### src/rtl/multicycle_control_if.sv
// Control-unit bus: instruction/flag inputs, datapath enables and status.
// Optional field: instr_count exists only when CTRL_PERF_EN is defined.
interface multicycle_control_if #(
    parameter int unsigned OP_W  = 3,
    parameter int unsigned CNT_W = 16
);
    logic [OP_W-1:0]  op;
    logic             zero;
    logic             mem_ready;
    logic             sigIRWrite;
    logic             sigPCWrite;
    logic [1:0]       sigPCSrc;
    logic             sigMemRead;
    logic             sigMemWrite;
    logic             sigMemtoReg;
    logic [1:0]       sigALUOp;
    logic             sigALUSrc;
    logic             sigRegWrite;
    logic             sigRegDst;
    logic [2:0]       state_o;
    logic             halted;
    logic             fault;
`ifdef CTRL_PERF_EN
    logic [CNT_W-1:0] instr_count;
`endif

    // Control unit side
    modport master (
`ifdef CTRL_PERF_EN
        output instr_count,
`endif
        input  op, zero, mem_ready,
        output sigIRWrite, sigPCWrite, sigPCSrc, sigMemRead, sigMemWrite,
        output sigMemtoReg, sigALUOp, sigALUSrc, sigRegWrite, sigRegDst,
        output state_o, halted, fault
    );

    // Datapath / memory side
    modport slave (
`ifdef CTRL_PERF_EN
        input  instr_count,
`endif
        output op, zero, mem_ready,
        input  sigIRWrite, sigPCWrite, sigPCSrc, sigMemRead, sigMemWrite,
        input  sigMemtoReg, sigALUOp, sigALUSrc, sigRegWrite, sigRegDst,
        input  state_o, halted, fault
    );
endinterface

### src/rtl/multicycle_control.sv
// Multi-cycle control unit: FETCH/DECODE/EXEC/MEM/WB sequencing with memory
// handshake, wait-timeout FAULT and absorbing HALT.
// Optional feature macro: CTRL_PERF_EN (retired-instruction counter).
module multicycle_control #(
    parameter int unsigned OP_W        = 3,
    parameter int unsigned WAIT_W      = 4,
    parameter int unsigned MEM_TIMEOUT = 12,
    parameter int unsigned CNT_W       = 16
) (
    input logic                  clk,
    input logic                  reset,
    multicycle_control_if.master bus
);
    typedef enum logic [2:0] {
        FETCH  = 3'd0,
        DECODE = 3'd1,
        EXEC   = 3'd2,
        MEM    = 3'd3,
        WB     = 3'd4,
        HALT   = 3'd5,
        FAULT  = 3'd6
    } stateT;

    localparam logic [2:0] OpAluR   = 3'd0;
    localparam logic [2:0] OpLoad   = 3'd1;
    localparam logic [2:0] OpStore  = 3'd2;
    localparam logic [2:0] OpBranch = 3'd3;
    localparam logic [2:0] OpAluI   = 3'd4;
    localparam logic [2:0] OpJump   = 3'd5;
    localparam logic [2:0] OpNop    = 3'd6;
    localparam logic [2:0] OpHalt   = 3'd7;

    localparam logic [WAIT_W-1:0] TimeoutCnt = WAIT_W'(MEM_TIMEOUT);

    stateT             state, stateNext;
    logic [2:0]        opQ;
    logic [WAIT_W-1:0] waitCnt, waitNext;
    logic              retire;
    logic              irWrite, pcWrite, memRead, memWrite, memtoReg;
    logic              aluSrc, regWrite, regDst;
    logic [1:0]        pcSrc, aluOp;

    // State, latched opcode and memory-wait counter
    always_ff @(posedge clk) begin
        if (reset) begin
            state   <= FETCH;
            opQ     <= 3'd0;
            waitCnt <= '0;
        end else begin
            state   <= stateNext;
            waitCnt <= waitNext;
            if (state == DECODE) begin
                opQ <= bus.op[2:0];
            end
        end
    end

    // Next state, wait-count update and datapath enables
    always_comb begin
        stateNext = state;
        waitNext  = '0;
        retire    = 1'b0;
        irWrite   = 1'b0;
        pcWrite   = 1'b0;
        pcSrc     = 2'b00;
        memRead   = 1'b0;
        memWrite  = 1'b0;
        memtoReg  = 1'b0;
        aluOp     = 2'b00;
        aluSrc    = 1'b0;
        regWrite  = 1'b0;
        regDst    = 1'b0;
        case (state)
            FETCH: begin
                memRead = 1'b1;
                if (bus.mem_ready) begin
                    irWrite   = 1'b1;
                    pcWrite   = 1'b1;
                    stateNext = DECODE;
                end else if (waitCnt == TimeoutCnt) begin
                    stateNext = FAULT;
                end else begin
                    waitNext = waitCnt + WAIT_W'(1);
                end
            end
            DECODE: begin
                case (bus.op[2:0])
                    OpHalt:  stateNext = HALT;
                    OpNop: begin
                        stateNext = FETCH;
                        retire    = 1'b1;
                    end
                    default: stateNext = EXEC;
                endcase
            end
            EXEC: begin
                case (opQ)
                    OpAluR: begin
                        aluOp     = 2'b10;
                        stateNext = WB;
                    end
                    OpAluI: begin
                        aluOp     = 2'b10;
                        aluSrc    = 1'b1;
                        stateNext = WB;
                    end
                    OpLoad, OpStore: begin
                        aluSrc    = 1'b1;
                        stateNext = MEM;
                    end
                    OpBranch: begin
                        aluOp     = 2'b01;
                        pcSrc     = 2'b01;
                        pcWrite   = bus.zero;
                        stateNext = FETCH;
                        retire    = 1'b1;
                    end
                    OpJump: begin
                        pcSrc     = 2'b10;
                        pcWrite   = 1'b1;
                        stateNext = FETCH;
                        retire    = 1'b1;
                    end
                    default: stateNext = FAULT;
                endcase
            end
            MEM: begin
                memRead  = (opQ == OpLoad);
                memWrite = (opQ == OpStore);
                if (bus.mem_ready) begin
                    if (opQ == OpLoad) begin
                        stateNext = WB;
                    end else begin
                        stateNext = FETCH;
                        retire    = 1'b1;
                    end
                end else if (waitCnt == TimeoutCnt) begin
                    stateNext = FAULT;
                end else begin
                    waitNext = waitCnt + WAIT_W'(1);
                end
            end
            WB: begin
                regWrite  = 1'b1;
                memtoReg  = (opQ == OpLoad);
                regDst    = (opQ == OpAluR);
                stateNext = FETCH;
                retire    = 1'b1;
            end
            HALT:    stateNext = HALT;
            FAULT:   stateNext = FAULT;
            default: stateNext = FAULT;
        endcase
    end

    // Outputs are held at zero while reset is asserted
    assign bus.sigIRWrite  = irWrite  & ~reset;
    assign bus.sigPCWrite  = pcWrite  & ~reset;
    assign bus.sigPCSrc    = reset ? 2'b00 : pcSrc;
    assign bus.sigMemRead  = memRead  & ~reset;
    assign bus.sigMemWrite = memWrite & ~reset;
    assign bus.sigMemtoReg = memtoReg & ~reset;
    assign bus.sigALUOp    = reset ? 2'b00 : aluOp;
    assign bus.sigALUSrc   = aluSrc   & ~reset;
    assign bus.sigRegWrite = regWrite & ~reset;
    assign bus.sigRegDst   = regDst   & ~reset;
    assign bus.state_o     = reset ? 3'd0 : state;
    assign bus.halted      = (state == HALT)  & ~reset;
    assign bus.fault       = (state == FAULT) & ~reset;

`ifdef CTRL_PERF_EN
    logic [CNT_W-1:0] instrCount;

    // Retired-instruction counter; retire never fires in HALT or FAULT
    always_ff @(posedge clk) begin
        if (reset) begin
            instrCount <= '0;
        end else if (retire) begin
            instrCount <= instrCount + CNT_W'(1);
        end
    end

    assign bus.instr_count = reset ? '0 : instrCount;
`endif
endmodule

### src/flat_wrapper.sv
// flat-port wrapper written by rule: the top's interface ports become plain ports
module multicycle_control_flat 
#(
    parameter int unsigned OP_W        = 3,
    parameter int unsigned WAIT_W      = 4,
    parameter int unsigned MEM_TIMEOUT = 12,
    parameter int unsigned CNT_W       = 16
)
  (clk, reset, bus_op, bus_zero, bus_mem_ready, bus_sigIRWrite, bus_sigPCWrite, bus_sigPCSrc, bus_sigMemRead, bus_sigMemWrite, bus_sigMemtoReg, bus_sigALUOp, bus_sigALUSrc, bus_sigRegWrite, bus_sigRegDst, bus_state_o, bus_halted, bus_fault);
  multicycle_control_if #(.OP_W(OP_W), .CNT_W(CNT_W)) bus_i ();
  input logic clk;
  input logic reset;
  input wire logic [$bits(bus_i.op)-1:0] bus_op;
  input wire logic [$bits(bus_i.zero)-1:0] bus_zero;
  input wire logic [$bits(bus_i.mem_ready)-1:0] bus_mem_ready;
  output wire logic [$bits(bus_i.sigIRWrite)-1:0] bus_sigIRWrite;
  output wire logic [$bits(bus_i.sigPCWrite)-1:0] bus_sigPCWrite;
  output wire logic [$bits(bus_i.sigPCSrc)-1:0] bus_sigPCSrc;
  output wire logic [$bits(bus_i.sigMemRead)-1:0] bus_sigMemRead;
  output wire logic [$bits(bus_i.sigMemWrite)-1:0] bus_sigMemWrite;
  output wire logic [$bits(bus_i.sigMemtoReg)-1:0] bus_sigMemtoReg;
  output wire logic [$bits(bus_i.sigALUOp)-1:0] bus_sigALUOp;
  output wire logic [$bits(bus_i.sigALUSrc)-1:0] bus_sigALUSrc;
  output wire logic [$bits(bus_i.sigRegWrite)-1:0] bus_sigRegWrite;
  output wire logic [$bits(bus_i.sigRegDst)-1:0] bus_sigRegDst;
  output wire logic [$bits(bus_i.state_o)-1:0] bus_state_o;
  output wire logic [$bits(bus_i.halted)-1:0] bus_halted;
  output wire logic [$bits(bus_i.fault)-1:0] bus_fault;
  assign bus_i.op = bus_op;
  assign bus_i.zero = bus_zero;
  assign bus_i.mem_ready = bus_mem_ready;
  assign bus_sigIRWrite = bus_i.sigIRWrite;
  assign bus_sigPCWrite = bus_i.sigPCWrite;
  assign bus_sigPCSrc = bus_i.sigPCSrc;
  assign bus_sigMemRead = bus_i.sigMemRead;
  assign bus_sigMemWrite = bus_i.sigMemWrite;
  assign bus_sigMemtoReg = bus_i.sigMemtoReg;
  assign bus_sigALUOp = bus_i.sigALUOp;
  assign bus_sigALUSrc = bus_i.sigALUSrc;
  assign bus_sigRegWrite = bus_i.sigRegWrite;
  assign bus_sigRegDst = bus_i.sigRegDst;
  assign bus_state_o = bus_i.state_o;
  assign bus_halted = bus_i.halted;
  assign bus_fault = bus_i.fault;
  multicycle_control #(.OP_W(OP_W), .WAIT_W(WAIT_W), .MEM_TIMEOUT(MEM_TIMEOUT), .CNT_W(CNT_W)) u_core (.clk(clk), .reset(reset), .bus(bus_i));
endmodule
### config.mk
export PLATFORM = sky130hd
export DESIGN_NAME = multicycle_control_flat
export DESIGN_NICKNAME = d
export VERILOG_FILES = /design/src/rtl/multicycle_control_if.sv /design/src/rtl/multicycle_control.sv /design/src/flat_wrapper.sv
export SDC_FILE = /design/constraint.sdc
export NUM_CORES = 1
export LEC_CHECK = 0
export CAP_MARGIN = 5
export CORE_MARGIN = 3
export CORE_UTILIZATION = 44
export DETAILED_ROUTE_END_ITERATION = 16
export PLACE_DENSITY = 0.83
export SYNTH_ARGS = -nofsm -noshare
export SYNTH_HDL_FRONTEND = slang
export SYNTH_SLANG_ARGS = --single-unit
### constraint.sdc
create_clock -name clk -period 1.42 [get_ports clk]
set_input_delay 0.284 -clock clk [delete_from_list [all_inputs] [get_ports clk]]
set_output_delay 0.284 -clock clk [all_outputs]
set_load 0.1 [all_outputs]
==> results_dict.tcl, run 1 <==
set metrics [dict create \
    cts_hold_buf 0 \
    ys.flop_type "dfxtp_1" \
    cts_setup_buffers 4 \
    yosysTopAreaCellShare_pct 26.8 \
    cts_root_buf "clkbuf_4" \
    yosysSeqAreaShare_pct 26.8 \
    ys_ff_latch 10 \
    portBuffers 23 \
    synth_top_cell_by_area "dfxtp_1" \
    postCtsResizedCells 34 \
    numCtsBuffers 3 \
    die_h_um 47.2 \
    start_util_pct 47.8 \
    netlist_top_cells_count "nor2_1 (15), dfxtp_1 (10), nand2_1 (8)" \
    fp.dieW_um 47.2 \
    clock_sinks 10 \
    yosysMostFrequentCell "nor2_1" \
    status "aborted with a tool error" \
    synth_cells 99 \
    synth_fp_nets 108 \
    synthArstFlopShare_pct 0 \
    synthTopCellsByArea "dfxtp_1 (27%), nor2_1 (7.6%), a21oi_1 (4.7%)" \
    placedCellCount 154 \
    avgSynthCellArea_sq_um 7.53 \
    ctsHtreeMaxLevel 1 \
    yosys_warnings 0 \
    tool.error "[ERROR DPL-0038] Utilization greater than 100%, impossible to legalize" \
    stop_stage "clock tree synthesis (4_1_cts)" \
    cts.path.max_buffers 2 \
    num_rows 14 \
    io_pins 24 \
    gp_congestion 0.943 \
    synthesis.area_sq_um 746 \
    dp_hpwl_um 2230 \
    synth_edf_count 0 \
    pre_cts_slack_ps -455 \
    ys_types 33 \
]
-- cell families after synthesis --
logic type / share of synthesized area (%)
xor gates and xnor gates: 4.53
adders and majority gates: 3.36
muxes: 1.34
buffers and inverters: 10.7
and+or+nand+nor: 36.6
DFF: 26.8
AOI/OAI and AO/OA: 16.6
-- through the flow --
step	hold slack, ps	setup TNS, ps	cell area [sq um]	util [%]
after floorplan	413	-6130	906	-
after global placement	493	-4690	1430	91.7
after detailed placement	523	-5670	1430	91.7
==> inputs of run 2 (changes only) <==
--- a/config.mk
+++ b/config.mk
@@ -6,10 +6,10 @@
 export NUM_CORES = 1
 export LEC_CHECK = 0
 export CAP_MARGIN = 5
-export CORE_MARGIN = 3
-export CORE_UTILIZATION = 44
+export CORE_AREA = 3 3 64 66
 export DETAILED_ROUTE_END_ITERATION = 16
-export PLACE_DENSITY = 0.83
+export DIE_AREA = 0 0 67 69
+export PLACE_DENSITY_LB_ADDON = 0.15
 export SYNTH_ARGS = -nofsm -noshare
 export SYNTH_HDL_FRONTEND = slang
 export SYNTH_SLANG_ARGS = --single-unit
==> results_dict.tcl, run 2 <==
set metrics [dict create \
    worst_slew_pin_slew_ps 285 \
    netlist_top_cells_count "nor2_1 (15), dfxtp_1 (10), nand2_1 (8)" \
    grt_pass1_vias 965 \
    grt_first_pass_wirelength_um 4450 \
    clk_pin_slew_ps 40 \
    drv_slew 0 \
    ctsHtreeMaxLevel 1 \
    antenna_found_initial 0 \
    vias_per_cell 4.42 \
    vdd_drop_max_v 0.000451 \
    reg2reg_to "u_core.state[2]" \
    synthArstFlopShare_pct 0 \
    synth_top_cell_by_area "dfxtp_1" \
    overflow 0 \
    cts.path.max_buffers 2 \
    hold_viol_final 0 \
    grt_max_degree 13 \
    postRouteAntennaNets 0 \
    placedCellCount 194 \
    largest_reg_flops 4 \
    avgSynthCellArea_sq_um 7.53 \
    fin_skew_ps 4.91 \
    num_rows 22 \
    drive_gt1_share_pct 70.0 \
    r2r-start "u_core.state[1]" \
    top_register "u_core.waitCnt" \
    clock_latency_ps 230 \
    top_regs "u_core.waitCnt (4), u_core.opQ (3), u_core.state (3)" \
    criticalPathCategory "reg -> out" \
    cp_max_fo 4 \
    fmax_mhz 622 \
    drv_cap 0 \
    synthTopCellsByArea "dfxtp_1 (27%), nor2_1 (7.6%), a21oi_1 (4.7%)" \
    ys_types 33 \
    start_kind "register" \
    ff2ff_path_depth 8 \
    slew_headroom_pct 80.9 \
    worst_hold_path.endpoint "u_core.opQ[1]" \
    vias 919 \
    finalCritPeriodShare_pct 113 \
    grtUsageTotal_pct 12.1 \
    r2r_slack_ps 0 \
    clock_sinks 10 \
    drt-total-wl_um 2600 \
    register_area_sq_um 221 \
    yosysTopAreaCellShare_pct 26.8 \
    cts_root_buf "clkbuf_8" \
    drt_iter0_drc 44 \
    crit_chain "nor2b_4, buf_6, nand3_4, nor2_4, buf_12" \
    final_common_cell "buf_4" \
    ys_ff_latch 10 \
    hold_ws_ps 403 \
    gp_congestion 0.794 \
    yosysSeqAreaShare_pct 26.8 \
    yosys_warnings 0 \
    yosysMostFrequentCell "nor2_1" \
    cp_slowest_stage_delay_ps 360 \
    nets 170 \
    dp_hpwl_um 1980 \
    numCtsBuffers 3 \
    io_pins 24 \
    ys.flop_type "dfxtp_1" \
    final_cell_count_no_fill 208 \
    failed_checks "setup timing" \
    power_w 0.00121 \
    die_h_um 69 \
    hold_class "in -> reg" \
    antennaDiodeCount 0 \
    num-fill-cells 336 \
    finalSetupViolCount 13 \
    synthesis.area_sq_um 746 \
    cp-end-kind "output pin" \
    drtPass1Iterations 4 \
    fp.dieW_um 67 \
    min_from "reset" \
    status "complete, but fails checks" \
    synth_edf_count 0 \
    pre_cts_slack_ps -480 \
    core_sq_um 3630 \
    cts_hold_buf 0 \
    critPathRequiredTime_ps 1140 \
    cp.arrival_ps 1320 \
    critPathTopFamily "simple AND/OR/NAND/NOR gates" \
    post-route-drc-count 0 \
    syn_to_final_growth_pct 144 \
    path_buf_inv 2 \
    slowest_stage "dfxtp_4" \
    portBuffers 23 \
    fin_ws_ps -189 \
    start_util_pct 20.5 \
    synth_cells 99 \
    power.leakage_nw 0.694 \
    synth_fp_nets 108 \
    rsz0062_at_grt "yes" \
    finalCriticalPeriod_ps 1610 \
    min_path_cells 3 \
    avgRoutedWirePerCell_um 12.5 \
    dieArea_sq_um 4620 \
    mostFrequentLayoutCells "buf_4 (31), buf_12 (17), buf_6 (10), nor2_4 (7), nor2_1 (6)" \
    power.density_nw_per_um2 664 \
    cts_tree "built" \
    crit_start "u_core.state[1]" \
    multi_input_area_sq_um 719 \
]
[run 2: what timing repair did]
action / CTS / global route
cloned: 0 / 0
endpoints found under the setup margin: 19 / 24
buffers inserted: 8 / 5
pin swaps: 11 / 17
resized for setup: 31 / 26
[run 2: how the worst max path moves through the flow]
stage                       to  depth (start not counted)
3_5_place_dp   bus_sigPCSrc[0]                          6
2_1_floorplan    bus_sigRegDst                          4
4_1_cts         bus_sigPCWrite                          4
6_report       bus_sigPCSrc[0]                          5
3_3_place_gp    bus_sigPCWrite                          6
5_1_grt        bus_sigPCSrc[0]                          5
[run 2: cells by family after synthesis]
family                   Yosys count  share of synthesized area [%]
AO/OA/AOI/OAI                     21                           16.6
XOR/XNOR                           3                           4.53
adder cells (fa/ha/maj)            2                           3.36
buffers and inverters             13                           10.7
flip-flops                        10                           26.8
multiplexers                       1                           1.34
AND/OR/NAND/NOR                   49                           36.6
[run 2: layer usage]
layer	wire length [um]	share of wire [%]	global-route usage [%]	vias up
li1	-	-	-	459
met4	40	1.5	4.05	0
met3	92	3.5	1.47	6
met1	1000	39	13.9	433
met2	1460	56	22.2	21
met5	0	0	0	-
[run 2: worst min-delay path: cells and delay by family]
family	cells	cell delay (ps)
buf+inv	2	280
compound gates	1	30
[run 2: through the flow]
step | instance area, sq um | utilization, % | TNS, ps
finish | 1820 | 50.2 | -1870
global route | 1820 | 50.2 | -3080
CTS | 1730 | 47.7 | -2820
detailed placement | 1530 | 42.1 | -6280
global placement | 1530 | 42.1 | -5700
floorplan | 906 | - | -6130
[run 2: where the power goes]
group          leakage (nW)  switching [W]  internal, W
clock                0.0288       0.000107     0.000243
combinational         0.579       0.000277     0.000256
sequential           0.0860      0.0000298     0.000296
[run 2: final cells by class]
cell class | count | area share [%]
well taps | 48 | 3.29
repair buffers | 64 | 40.6
multi-input cells | 76 | 39.5
clock buffers | 4 | 3.02
inverters | 6 | 1.44
flip-flops and latches | 10 | 12.1
(Power assumes the default switching activity.)
==> inputs of run 3 (changes only) <==
--- a/config.mk
+++ b/config.mk
@@ -5,6 +5,7 @@
 export SDC_FILE = /design/constraint.sdc
 export NUM_CORES = 1
 export LEC_CHECK = 0
+export ABC_CLOCK_PERIOD_IN_PS = 1420
 export CAP_MARGIN = 5
 export CORE_AREA = 3 3 64 66
 export DETAILED_ROUTE_END_ITERATION = 16
==> results of run 3 <==
No change in the layout: final DEF, timing and power equal those of run 2.
==> inputs of run 4 (changes only) <==
--- a/config.mk
+++ b/config.mk
@@ -11,6 +11,7 @@
 export DETAILED_ROUTE_END_ITERATION = 16
 export DIE_AREA = 0 0 67 69
 export PLACE_DENSITY_LB_ADDON = 0.15
+export SKIP_LAST_GASP = 1
 export SYNTH_ARGS = -nofsm -noshare
 export SYNTH_HDL_FRONTEND = slang
 export SYNTH_SLANG_ARGS = --single-unit
==> results_dict.tcl, run 4 (synthesized netlist as in run 2, its figures left out) <==
set metrics [dict create \
    numCtsBuffers 3 \
    core_sq_um 3630 \
    drv_cap 0 \
    finalCritPeriodShare_pct 113 \
    pwr-share-clk_pct 29.0 \
    worst_slew_pin_slew_ps 285 \
    cp_slowest_stage_delay_ps 370 \
    dpl_cell_area_sq_um 1530 \
    mostFrequentLayoutCells "buf_4 (31), buf_12 (17), buf_6 (10), nor2_4 (7)" \
    hold_class "in -> reg" \
    failed_checks "setup timing" \
    dp_hpwl_um 1980 \
    ff2ff_path_depth 8 \
    cts_hold_buf 0 \
    top_register "u_core.waitCnt" \
    antenna_found_initial 0 \
    slew_headroom_pct 80.9 \
    clk_pin_slew_ps 40 \
    drt-total-wl_um 2570 \
    postRouteAntennaNets 0 \
    cts.path.max_buffers 2 \
    top_regs "u_core.waitCnt (4), u_core.opQ (3), u_core.state (3)" \
    final_common_cell "buf_4" \
    p_sw_share_pct 34.1 \
    die_h_um 69 \
    finalSetupViolCount 13 \
    p_switching_w 0.000412 \
    seq_power_share_pct 26.9 \
    hold_viol_final 0 \
    fin_tns_setup_ps -1930 \
    cts_root_buf "clkbuf_8" \
    design_area_sq_um 1830 \
    drt_iter0_drc 50 \
    num-fill-cells 336 \
    fin_ws_ps -191 \
    combPwrFrac_pct 44.1 \
    fp.dieW_um 67 \
    dieArea_sq_um 4620 \
    finalCriticalPeriod_ps 1610 \
    top_usage_layer "met2" \
    vdd_drop_max_v 0.000451 \
    criticalPathCategory "reg -> out" \
    power.density_nw_per_um2 662 \
    io_pins 24 \
    antennaDiodeCount 0 \
    grt_pass1_vias 959 \
    grt_use_met3_pct 1.47 \
    fin_skew_ps 4.88 \
    cts_tree "built" \
    slowest_stage "dfxtp_4" \
    min_path_cells 3 \
    vias_per_cell 4.41 \
    drtPass1Iterations 4 \
    vias 917 \
    status "complete, but fails checks" \
    critPathRequiredTime_ps 1140 \
    overflow 0 \
    p_int_w 0.000797 \
    portBuffers 23 \
    cp-end-kind "output pin" \
    rsz0062_at_grt "yes" \
    grt_max_degree 13 \
    fmax_mhz 621 \
    nets 170 \
    clock_latency_ps 230 \
    grtUsageMet2_pct 22.1 \
    post-route-drc-count 0 \
    ctsHtreeMaxLevel 1 \
    num_rows 22 \
    largest_reg_flops 4 \
    clock_sinks 10 \
    met1_usage_pct 13.9 \
    start_util_pct 20.5 \
    gp_congestion 0.794 \
    avgRoutedWirePerCell_um 12.4 \
    power.leakage_nw 0.694 \
    cp_max_fo 4 \
    pre_cts_slack_ps -480 \
    start_kind "register" \
    drive_gt1_share_pct 69.4 \
    power_w 0.00121 \
    syn_to_final_growth_pct 145 \
    crit_chain "nor2b_4, buf_6, nand3_4, nor2_4, buf_12" \
    grt_first_pass_wirelength_um 4440 \
    cp.arrival_ps 1330 \
    grtUsageTotal_pct 12.1 \
    drv_slew 0 \
    final_util_pct 50.3 \
]
[run 4: cell count changes in the layout (fill, tap and decap cells not counted)]
cell | previous run | this run
buf_2 | 1 | 0
clkdlybuf4s15_2 | 0 | 1
nand2_1 | 5 | 6
nand2_2 | 2 | 1
[run 4: what timing repair did]
item                                    in CTS  in global routing
resized for setup                           30                 25
gates cloned                                 0                  0
setup buffers                                8                  5
pin swaps                                   11                 18
endpoints found under the setup margin      19                 24
[run 4: worst paths after layout]
kind | from | endpoint | slack (ps)
worst min-delay path | reset | u_core.opQ[1] | 510
worst max register to register | u_core.state[1] | u_core.state[2] | 0
worst min register to register | u_core.waitCnt[0] | u_core.waitCnt[0] | 520
worst max-delay path | u_core.state[1] | bus_sigPCSrc[0] | -190
[run 4: through the flow]
step,hold WS (ps),std cells
after global placement,494,194
after floorplan,413,99
final,507,208
after global routing,526,208
after detailed placement,521,194
after CTS,460,206
[run 4: area by class of cell]
type | instances | area (sq um) | share of cell area, %
sequential | 10 | 221 | 12.1
timing repair buffer | 64 | 747 | 40.9
multi-input combinational | 76 | 717 | 39.2
tap | 48 | 60.1 | 3.29
inverter | 6 | 26.3 | 1.44
clock buffer | 4 | 55.1 | 3.01
[run 4: per-layer routing]
| metal | wire length, um | up-vias | part of all wire (%) |
|---|---|---|---|
| li1 | - | 458 | - |
| met1 | 1030 | 432 | 40 |
| met2 | 1430 | 23 | 56 |
| met3 | 94 | 4 | 3.7 |
| met4 | 18 | 0 | 0.70 |
| met5 | 0 | - | 0 |
[run 4: power groups by stage]
stage,registers (W),clock network (W),logic (W)
final,0.000326,0.000351,0.000532
after detailed placement,0.000326,0,0.000443
after global placement,0.000326,0,0.000441
after floorplan,0.000316,0,0.000271
after CTS,0.000320,0.000364,0.000497
after global routing,0.000329,0.000383,0.000562
[run 4: worst max-delay path: cells and delay by family (launching register included)]
kind,cells,cell delay [ps]
buf+inv,2,300
flops,1,370
simple gates,3,420
